**config.mk**
```make
export PLATFORM = sky130hd
export DESIGN_NAME = d_bus_router
export DESIGN_NICKNAME = d
export VERILOG_FILES = /design/src/rtl/d_bus_router.sv
export SDC_FILE = /design/constraint.sdc
export NUM_CORES = 1
export LEC_CHECK = 0
export ABC_AREA = 1
export CORE_AREA = 5 5 164 166
export DETAILED_ROUTE_END_ITERATION = 8
export DIE_AREA = 0 0 169 171
export PLACE_DENSITY = 0.69
export SETUP_SLACK_MARGIN = 0.02
export SLEW_MARGIN = 40
export SYNTH_ARGS = -nofsm -noshare
export SYNTH_HDL_FRONTEND = slang
export SYNTH_SLANG_ARGS = --single-unit
```
**constraint.sdc**
```tcl
create_clock -name clk -period 1.92 [get_ports clk]
set_clock_uncertainty 0.1 [all_clocks]
set_input_delay 0.288 -clock clk [delete_from_list [all_inputs] [get_ports clk]]
set_output_delay 0.288 -clock clk [all_outputs]
set_load 0.01 [all_outputs]
```
**src/rtl/d_bus_router.sv**
```systemverilog
// Data-side router: core loads/stores to one synchronous RAM port or NUM_IO
// IO channels, with upgrade-writer arbitration, IO timeout and error tracking.
module d_bus_router #(
    parameter int XLEN         = 32,
    parameter int ADDR_LEN     = 16,
    parameter int RAM_ADDR_LEN = ADDR_LEN - 2,
    parameter int NUM_IO       = 4,
    parameter int IO_SEL_LSB   = 8,
    parameter int IO_SEL_W     = 2,
    parameter int TIMEOUT      = 255,
    parameter logic [XLEN-1:0] ERR_DATA = 32'hDEAD_BEEF
) (
    input  logic                     clk,
    input  logic                     rstb,
    input  logic [ADDR_LEN-1:0]      addr,
    input  logic                     rd_req,
    input  logic                     wr_req,
    input  logic [XLEN/8-1:0]        be,
    input  logic [XLEN-1:0]          wr_data,
    output logic [XLEN-1:0]          rd_data,
    output logic                     rd_ready,
    output logic                     wr_ready,
    input  logic                     upg_wr_en,
    input  logic [RAM_ADDR_LEN-1:0]  upg_addr,
    input  logic [XLEN/8-1:0]        upg_we,
    input  logic [XLEN-1:0]          upg_wr_data,
    output logic                     ram_en,
    output logic [XLEN/8-1:0]        ram_we,
    output logic [RAM_ADDR_LEN-1:0]  ram_addr,
    output logic [XLEN-1:0]          ram_wr_data,
    input  logic [XLEN-1:0]          ram_rd_data,
    output logic [NUM_IO-1:0]        io_rd_req,
    output logic [NUM_IO-1:0]        io_wr_req,
    output logic [ADDR_LEN-1:0]      io_addr,
    output logic [XLEN/8-1:0]        io_be,
    output logic [XLEN-1:0]          io_wr_data,
    input  logic [NUM_IO*XLEN-1:0]   io_rd_data,
    input  logic [NUM_IO-1:0]        io_rd_ready,
    input  logic [NUM_IO-1:0]        io_wr_ready,
    output logic                     bus_err,
    input  logic                     err_clr,
    output logic [7:0]               err_cnt
);

    localparam int BW = XLEN / 8;
    localparam int CW = $clog2(TIMEOUT + 1);

    typedef enum logic [2:0] {
        IDLE, RAM_RD, IO_WAIT, DONE, ERR
    } state_t;

    state_t               state_q, state_d;
    logic [ADDR_LEN-1:0]  io_addr_q, io_addr_d;
    logic [BW-1:0]        io_be_q, io_be_d;
    logic [XLEN-1:0]      io_wdata_q, io_wdata_d;
    logic [IO_SEL_W-1:0]  ch_q, ch_d;
    logic                 is_wr_q, is_wr_d;
    logic [CW-1:0]        cnt_q, cnt_d;
    logic [XLEN-1:0]      rdata_q, rdata_d;
    logic                 bus_err_q, bus_err_d;
    logic [7:0]           err_cnt_q, err_cnt_d;

    logic                 is_io, dec_err, any_req;
    logic [IO_SEL_W-1:0]  ch;
    logic [NUM_IO-1:0]    sel;
    logic                 sel_ready;
    logic [XLEN-1:0]      sel_rdata;

    assign is_io   = addr[ADDR_LEN-1];
    assign ch      = addr[IO_SEL_LSB +: IO_SEL_W];
    assign dec_err = is_io && ({1'b0, ch} >= (IO_SEL_W + 1)'(NUM_IO));
    assign any_req = rd_req | wr_req;
    assign sel     = NUM_IO'(1) << ch_q;
    assign sel_ready = is_wr_q ? |(io_wr_ready & sel)
                               : |(io_rd_ready & sel);

    // Pick the read-data slice of the latched channel without a variable part-select.
    always_comb begin
        sel_rdata = '0;
        for (int c = 0; c < NUM_IO; c++) begin
            if (ch_q == IO_SEL_W'(c)) sel_rdata = io_rd_data[c*XLEN +: XLEN];
        end
    end

    always_ff @(posedge clk) begin
        if (!rstb) begin
            state_q    <= IDLE;
            io_addr_q  <= '0;
            io_be_q    <= '0;
            io_wdata_q <= '0;
            ch_q       <= '0;
            is_wr_q    <= 1'b0;
            cnt_q      <= '0;
            rdata_q    <= '0;
            bus_err_q  <= 1'b0;
            err_cnt_q  <= '0;
        end else begin
            state_q    <= state_d;
            io_addr_q  <= io_addr_d;
            io_be_q    <= io_be_d;
            io_wdata_q <= io_wdata_d;
            ch_q       <= ch_d;
            is_wr_q    <= is_wr_d;
            cnt_q      <= cnt_d;
            rdata_q    <= rdata_d;
            bus_err_q  <= bus_err_d;
            err_cnt_q  <= err_cnt_d;
        end
    end

    always_comb begin
        state_d    = state_q;
        io_addr_d  = io_addr_q;
        io_be_d    = io_be_q;
        io_wdata_d = io_wdata_q;
        ch_d       = ch_q;
        is_wr_d    = is_wr_q;
        cnt_d      = cnt_q;
        rdata_d    = rdata_q;
        bus_err_d  = bus_err_q;
        err_cnt_d  = err_cnt_q;
        unique case (state_q)
            IDLE: begin
                if (any_req && !is_io) begin
                    if (!wr_req && !upg_wr_en) state_d = RAM_RD;
                end else if (any_req) begin
                    is_wr_d = wr_req;
                    if (dec_err) begin
                        state_d = ERR;
                    end else begin
                        io_addr_d  = addr;
                        io_be_d    = be;
                        io_wdata_d = wr_data;
                        ch_d       = ch;
                        cnt_d      = '0;
                        state_d    = IO_WAIT;
                    end
                end
            end
            RAM_RD: state_d = IDLE;
            IO_WAIT: begin
                if (sel_ready) begin
                    rdata_d = sel_rdata;
                    state_d = DONE;
                end else if (cnt_q == CW'(TIMEOUT - 1)) begin
                    state_d = ERR;
                end else begin
                    cnt_d = cnt_q + 1'b1;
                end
            end
            DONE: state_d = IDLE;
            ERR:  state_d = IDLE;
            default: state_d = IDLE;
        endcase
        // A clear in the same cycle as an error wins over the increment.
        if (err_clr) begin
            bus_err_d = 1'b0;
            err_cnt_d = '0;
        end else if (state_q == ERR) begin
            bus_err_d = 1'b1;
            if (err_cnt_q != 8'hFF) err_cnt_d = err_cnt_q + 8'd1;
        end
    end

    always_comb begin
        rd_data     = '0;
        rd_ready    = 1'b0;
        wr_ready    = 1'b0;
        ram_en      = 1'b0;
        ram_we      = '0;
        ram_addr    = '0;
        ram_wr_data = '0;
        io_rd_req   = '0;
        io_wr_req   = '0;
        if (rstb) begin
            unique case (state_q)
                IDLE: begin
                    if (any_req && !is_io && !upg_wr_en) begin
                        ram_en   = 1'b1;
                        ram_addr = addr[RAM_ADDR_LEN+1:2];
                        if (wr_req) begin
                            ram_we      = be;
                            ram_wr_data = wr_data;
                            wr_ready    = 1'b1;
                        end
                    end
                end
                RAM_RD: begin
                    rd_ready = 1'b1;
                    rd_data  = ram_rd_data;
                end
                IO_WAIT: begin
                    if (is_wr_q) io_wr_req = sel;
                    else         io_rd_req = sel;
                end
                DONE: begin
                    wr_ready = is_wr_q;
                    rd_ready = !is_wr_q;
                    if (!is_wr_q) rd_data = rdata_q;
                end
                ERR: begin
                    wr_ready = is_wr_q;
                    rd_ready = !is_wr_q;
                    if (!is_wr_q) rd_data = ERR_DATA;
                end
                default: ;
            endcase
            if (upg_wr_en) begin
                ram_en      = 1'b1;
                ram_we      = upg_we;
                ram_addr    = upg_addr;
                ram_wr_data = upg_wr_data;
            end
        end
    end

    assign io_addr    = io_addr_q;
    assign io_be      = io_be_q;
    assign io_wr_data = io_wdata_q;
    assign bus_err    = bus_err_q;
    assign err_cnt    = err_cnt_q;

endmodule

```
==> impl_metrics.env <==
export IMPL_status="complete, but fails checks"
export IMPL_violations="setup timing"
export IMPL_grt_max_degree=61
export IMPL_std_cell_rows=59
export IMPL_dieArea_um2=28900
export IMPL_cts_hold_buf=0
export IMPL_muxShareOfSynthArea=0
export IMPL_fillers=2491
export IMPL_hold_class="input pin to flop"
export IMPL_finalCritPeriodShare=1.147
export IMPL_cts_tree="yes"
export IMPL_power_leakage_uw=0.005394
export IMPL_p_per_area_nw_per_um2=682.8
export IMPL_die_width_um=169
export IMPL_layout_nets=1807
export IMPL_relSlewSlack=0.6792
export IMPL_cap_violations=0
export IMPL_dp_hpwl_um=23360
export IMPL_vias_per_cell=4.769
export IMPL_hold_ws_ns=0.2209
export IMPL_drt_iter0_markers=572
export IMPL_syn2layout_area_growth_pct=98.83
export IMPL_cts_inserted_buffers=9
export IMPL_route_antenna_remaining_nets=0
export IMPL_synthAdderAreaFrac=0.005956
export IMPL_max_clock_freq_mhz=454.0
export IMPL_net_switching_power_uw=3083
export IMPL_grt_overflow=0
export IMPL_synth_warnings=0
export IMPL_r2r_end="rdata_q[9]"
export IMPL_timing_setup_tns_ns=-21.63
export IMPL_synth_top_family_by_area="simple AND/OR/NAND/NOR gates"
export IMPL_vias=8908
export IMPL_cp_arrival_ns=1.81
export IMPL_critical_path_required_ns=1.53
export IMPL_endpoint="ram_wr_data[19]"
export IMPL_synth_simple_gate_area_frac=0.3705
export IMPL_synth_compound_area_frac=0.1811
export IMPL_seq_area_frac_synth=0.3335
export IMPL_cts_buffer_depth=2
export IMPL_worstSetupEndpointType="primary output"
export IMPL_htreeDepth=3
export IMPL_place_congestion=0.8751
export IMPL_cp_max_fo=9
export IMPL_min_period_ns=2.202
export IMPL_core_um2=25470
export IMPL_grt_antenna_before_repair=0
export IMPL_layout_drive_gt1_share=0.2231
export IMPL_crit_slowest_cell="dfxtp_4"
export IMPL_avgSynthCellArea_um2=6.048
export IMPL_combPwrFrac=0.471
export IMPL_port_buffers=429
export IMPL_power_internal_uw=5473
export IMPL_wirelength_um=32560
export IMPL_r2r_start="state_q[1]"
export IMPL_setup_viol=152
export IMPL_syn_area_um2=6302
export IMPL_worst_path_buf_inv=4
export IMPL_grt_pass1_wl_um=45520
export IMPL_rsz0062_at_grt="true"
export IMPL_rrSetupSlack_ns=-0.04
export IMPL_p_clk_frac=0.213
export IMPL_seqPwrFrac=0.316
export IMPL_grtUsageTotal=0.1961
export IMPL_remaining_drc_errors=0
export IMPL_reg2regPathDepth=11
export IMPL_antenna_cells=0
export IMPL_final_cell_mix="clkdlybuf4s50_1, nand2_1, nor2_1, dfxtp_1, inv_1"
export IMPL_layout_commonest_cell="clkdlybuf4s50_1"
export IMPL_timing_critical_path_from="state_q[2]"
export IMPL_grt_pass1_vias=8390
export IMPL_final_hold_violation_count=0
export IMPL_max_stage_delay_ns=0.37
export IMPL_synth_seq_cells=105
export IMPL_slew_violations=0
export IMPL_worst_pin_slew_ns=0.4795
export IMPL_cp_num_cells=10
export IMPL_clk_pin_slew_ns=0.07
export IMPL_synth_xor_area_frac=0.001390
export IMPL_cts_sinks=105
export IMPL_setup_ws_ns=-0.2824
export IMPL_critical_path_class="flop to primary output"
export IMPL_ir_worst_vdd_uv=462.9
export IMPL_syn_nets=1321
export IMPL_drtPass1Iterations=5
export IMPL_cp_cell_sequence="inv_4 -> nand2_4 -> nor2_4 -> nand2_2 -> nor3_4 -> buf_6 -> buf_12 -> a22oi_1 -> nor2_1 -> buf_2"
export IMPL_synth_distinct_cells=28
export IMPL_pin_count=430
export IMPL_startpoint_type="flop"
export IMPL_wl_per_cell_um=17.43
export IMPL_synthCells=1042
export IMPL_critPathTopFamily="buffers and inverters"
export IMPL_utilization=0.4920
export IMPL_cts_root_buffer="clkbuf_16"
export IMPL_clock_latency_ns=0.35
export IMPL_swShare=0.3603
export IMPL_start_util=0.2475
export IMPL_die_h_um=171
-- what timing repair did --
action	in CTS	in global routing
cloned	4	15
endpoints found under the setup margin	108	181
buffers inserted	15	19
pin swaps	6	52
gates resized for setup	335	257
-- cells in the mapped netlist (all sizes together) --
library cell / n / area (um^2)
nor3: 12 / 71.32
clkbuf: 48 / 180.2
nand2: 278 / 1046
o21ai: 102 / 510.5
nor3b: 1 / 12.51
inv: 103 / 386.6
o31ai: 1 / 7.510
o211ai: 18 / 135.1
xnor2: 1 / 8.760
or2: 2 / 12.51
nand3: 83 / 425.4
ha: 3 / 37.54
nand3b: 1 / 7.510
a21oi: 60 / 300.3
buf: 22 / 111.4
nand4: 33 / 206.5
a22oi: 25 / 187.7
nor2: 144 / 553.0
dfxtp: 105 / 2102
-- layer usage --
layer	track usage	vias to the layer above	routed length [um]
met3	0.04205	54	2032
met4	0.05460	0	687
met2	0.3353	309	15980
li1	-	4384	-
met1	0.2506	4161	13850
met5	0	-	0
-- cells by family (layout without fill, tap and decap cells) --
group,count (synthesis),count (layout)
AND/OR/NAND/NOR,554,555
AO/OA/AOI/OAI,206,206
adder cells (fa/ha/maj),3,3
buffers and inverters,173,663
flip-flops,105,105
XOR/XNOR,1,1
-- flip-flops by register name (all words and copies together), names as in the netlist --
| register | cells |
|---|---|
| io_addr | 16 |
| rdata_q | 32 |
| state_q | 3 |
| cnt_q | 8 |
| io_wr_data | 32 |
| bus_err | 1 |
| is_wr_q | 1 |
| io_be | 4 |
| err_cnt | 8 |
-- worst min-delay path by stage --
stage	from	to	slack, ns	cells past startpoint
floorplan	wr_req	is_wr_q	0.33	2
global placement	rdata_q[15]	rdata_q[15]	0.34	2
detailed placement	rdata_q[25]	rdata_q[25]	0.35	2
CTS	rstb	io_addr[4]	0.31	4
global route	wr_req	is_wr_q	0.22	4
finish	wr_req	is_wr_q	0.22	4
-- power by group through the flow --
stage,registers [uW],logic (uW),clock network (uW)
6_report,2710,4030,1820
5_1_grt,2750,4390,2000
3_5_place_dp,2740,3460,0
2_1_floorplan,2790,1520,0
4_1_cts,2690,3540,1900
3_3_place_gp,2730,3430,0
-- through the flow --
step,total power [uW],setup slack (ns),instances,cell area [um^2]
CTS,8133,-0.3858,1838,11770
floorplan,4310,0.09275,1042,6302
global placement,6155,-0.6574,1803,11410
detailed placement,6198,-0.6961,1803,11410
finish,8556,-0.2824,1868,12530
global route,9140,-0.3959,1868,12530
-- worst register-to-register path, delay by kind of cell (launching register included) --
kind                   cells  cell delay (ns)
and+or+nand+nor            2             0.34
DFF                        1             0.34
buffers and inverters      7             0.82
AOI/OAI and AO/OA          2             0.24
-- layout make-up --
type	instances	area (um^2)	share of cell area
Multi-Input combinational cell	765	3930	0.3136
Inverter	103	415.4	0.03315
Clock buffer	10	239.0	0.01907
Clock inverter	6	53.80	0.004294
Sequential cell	105	2111	0.1684
Timing Repair Buffer	543	5355	0.4274
Timing Repair inverter	1	7.507	0.0005991
Tap cell	335	419.2	0.03345
Power figures use the tool's default switching activity.
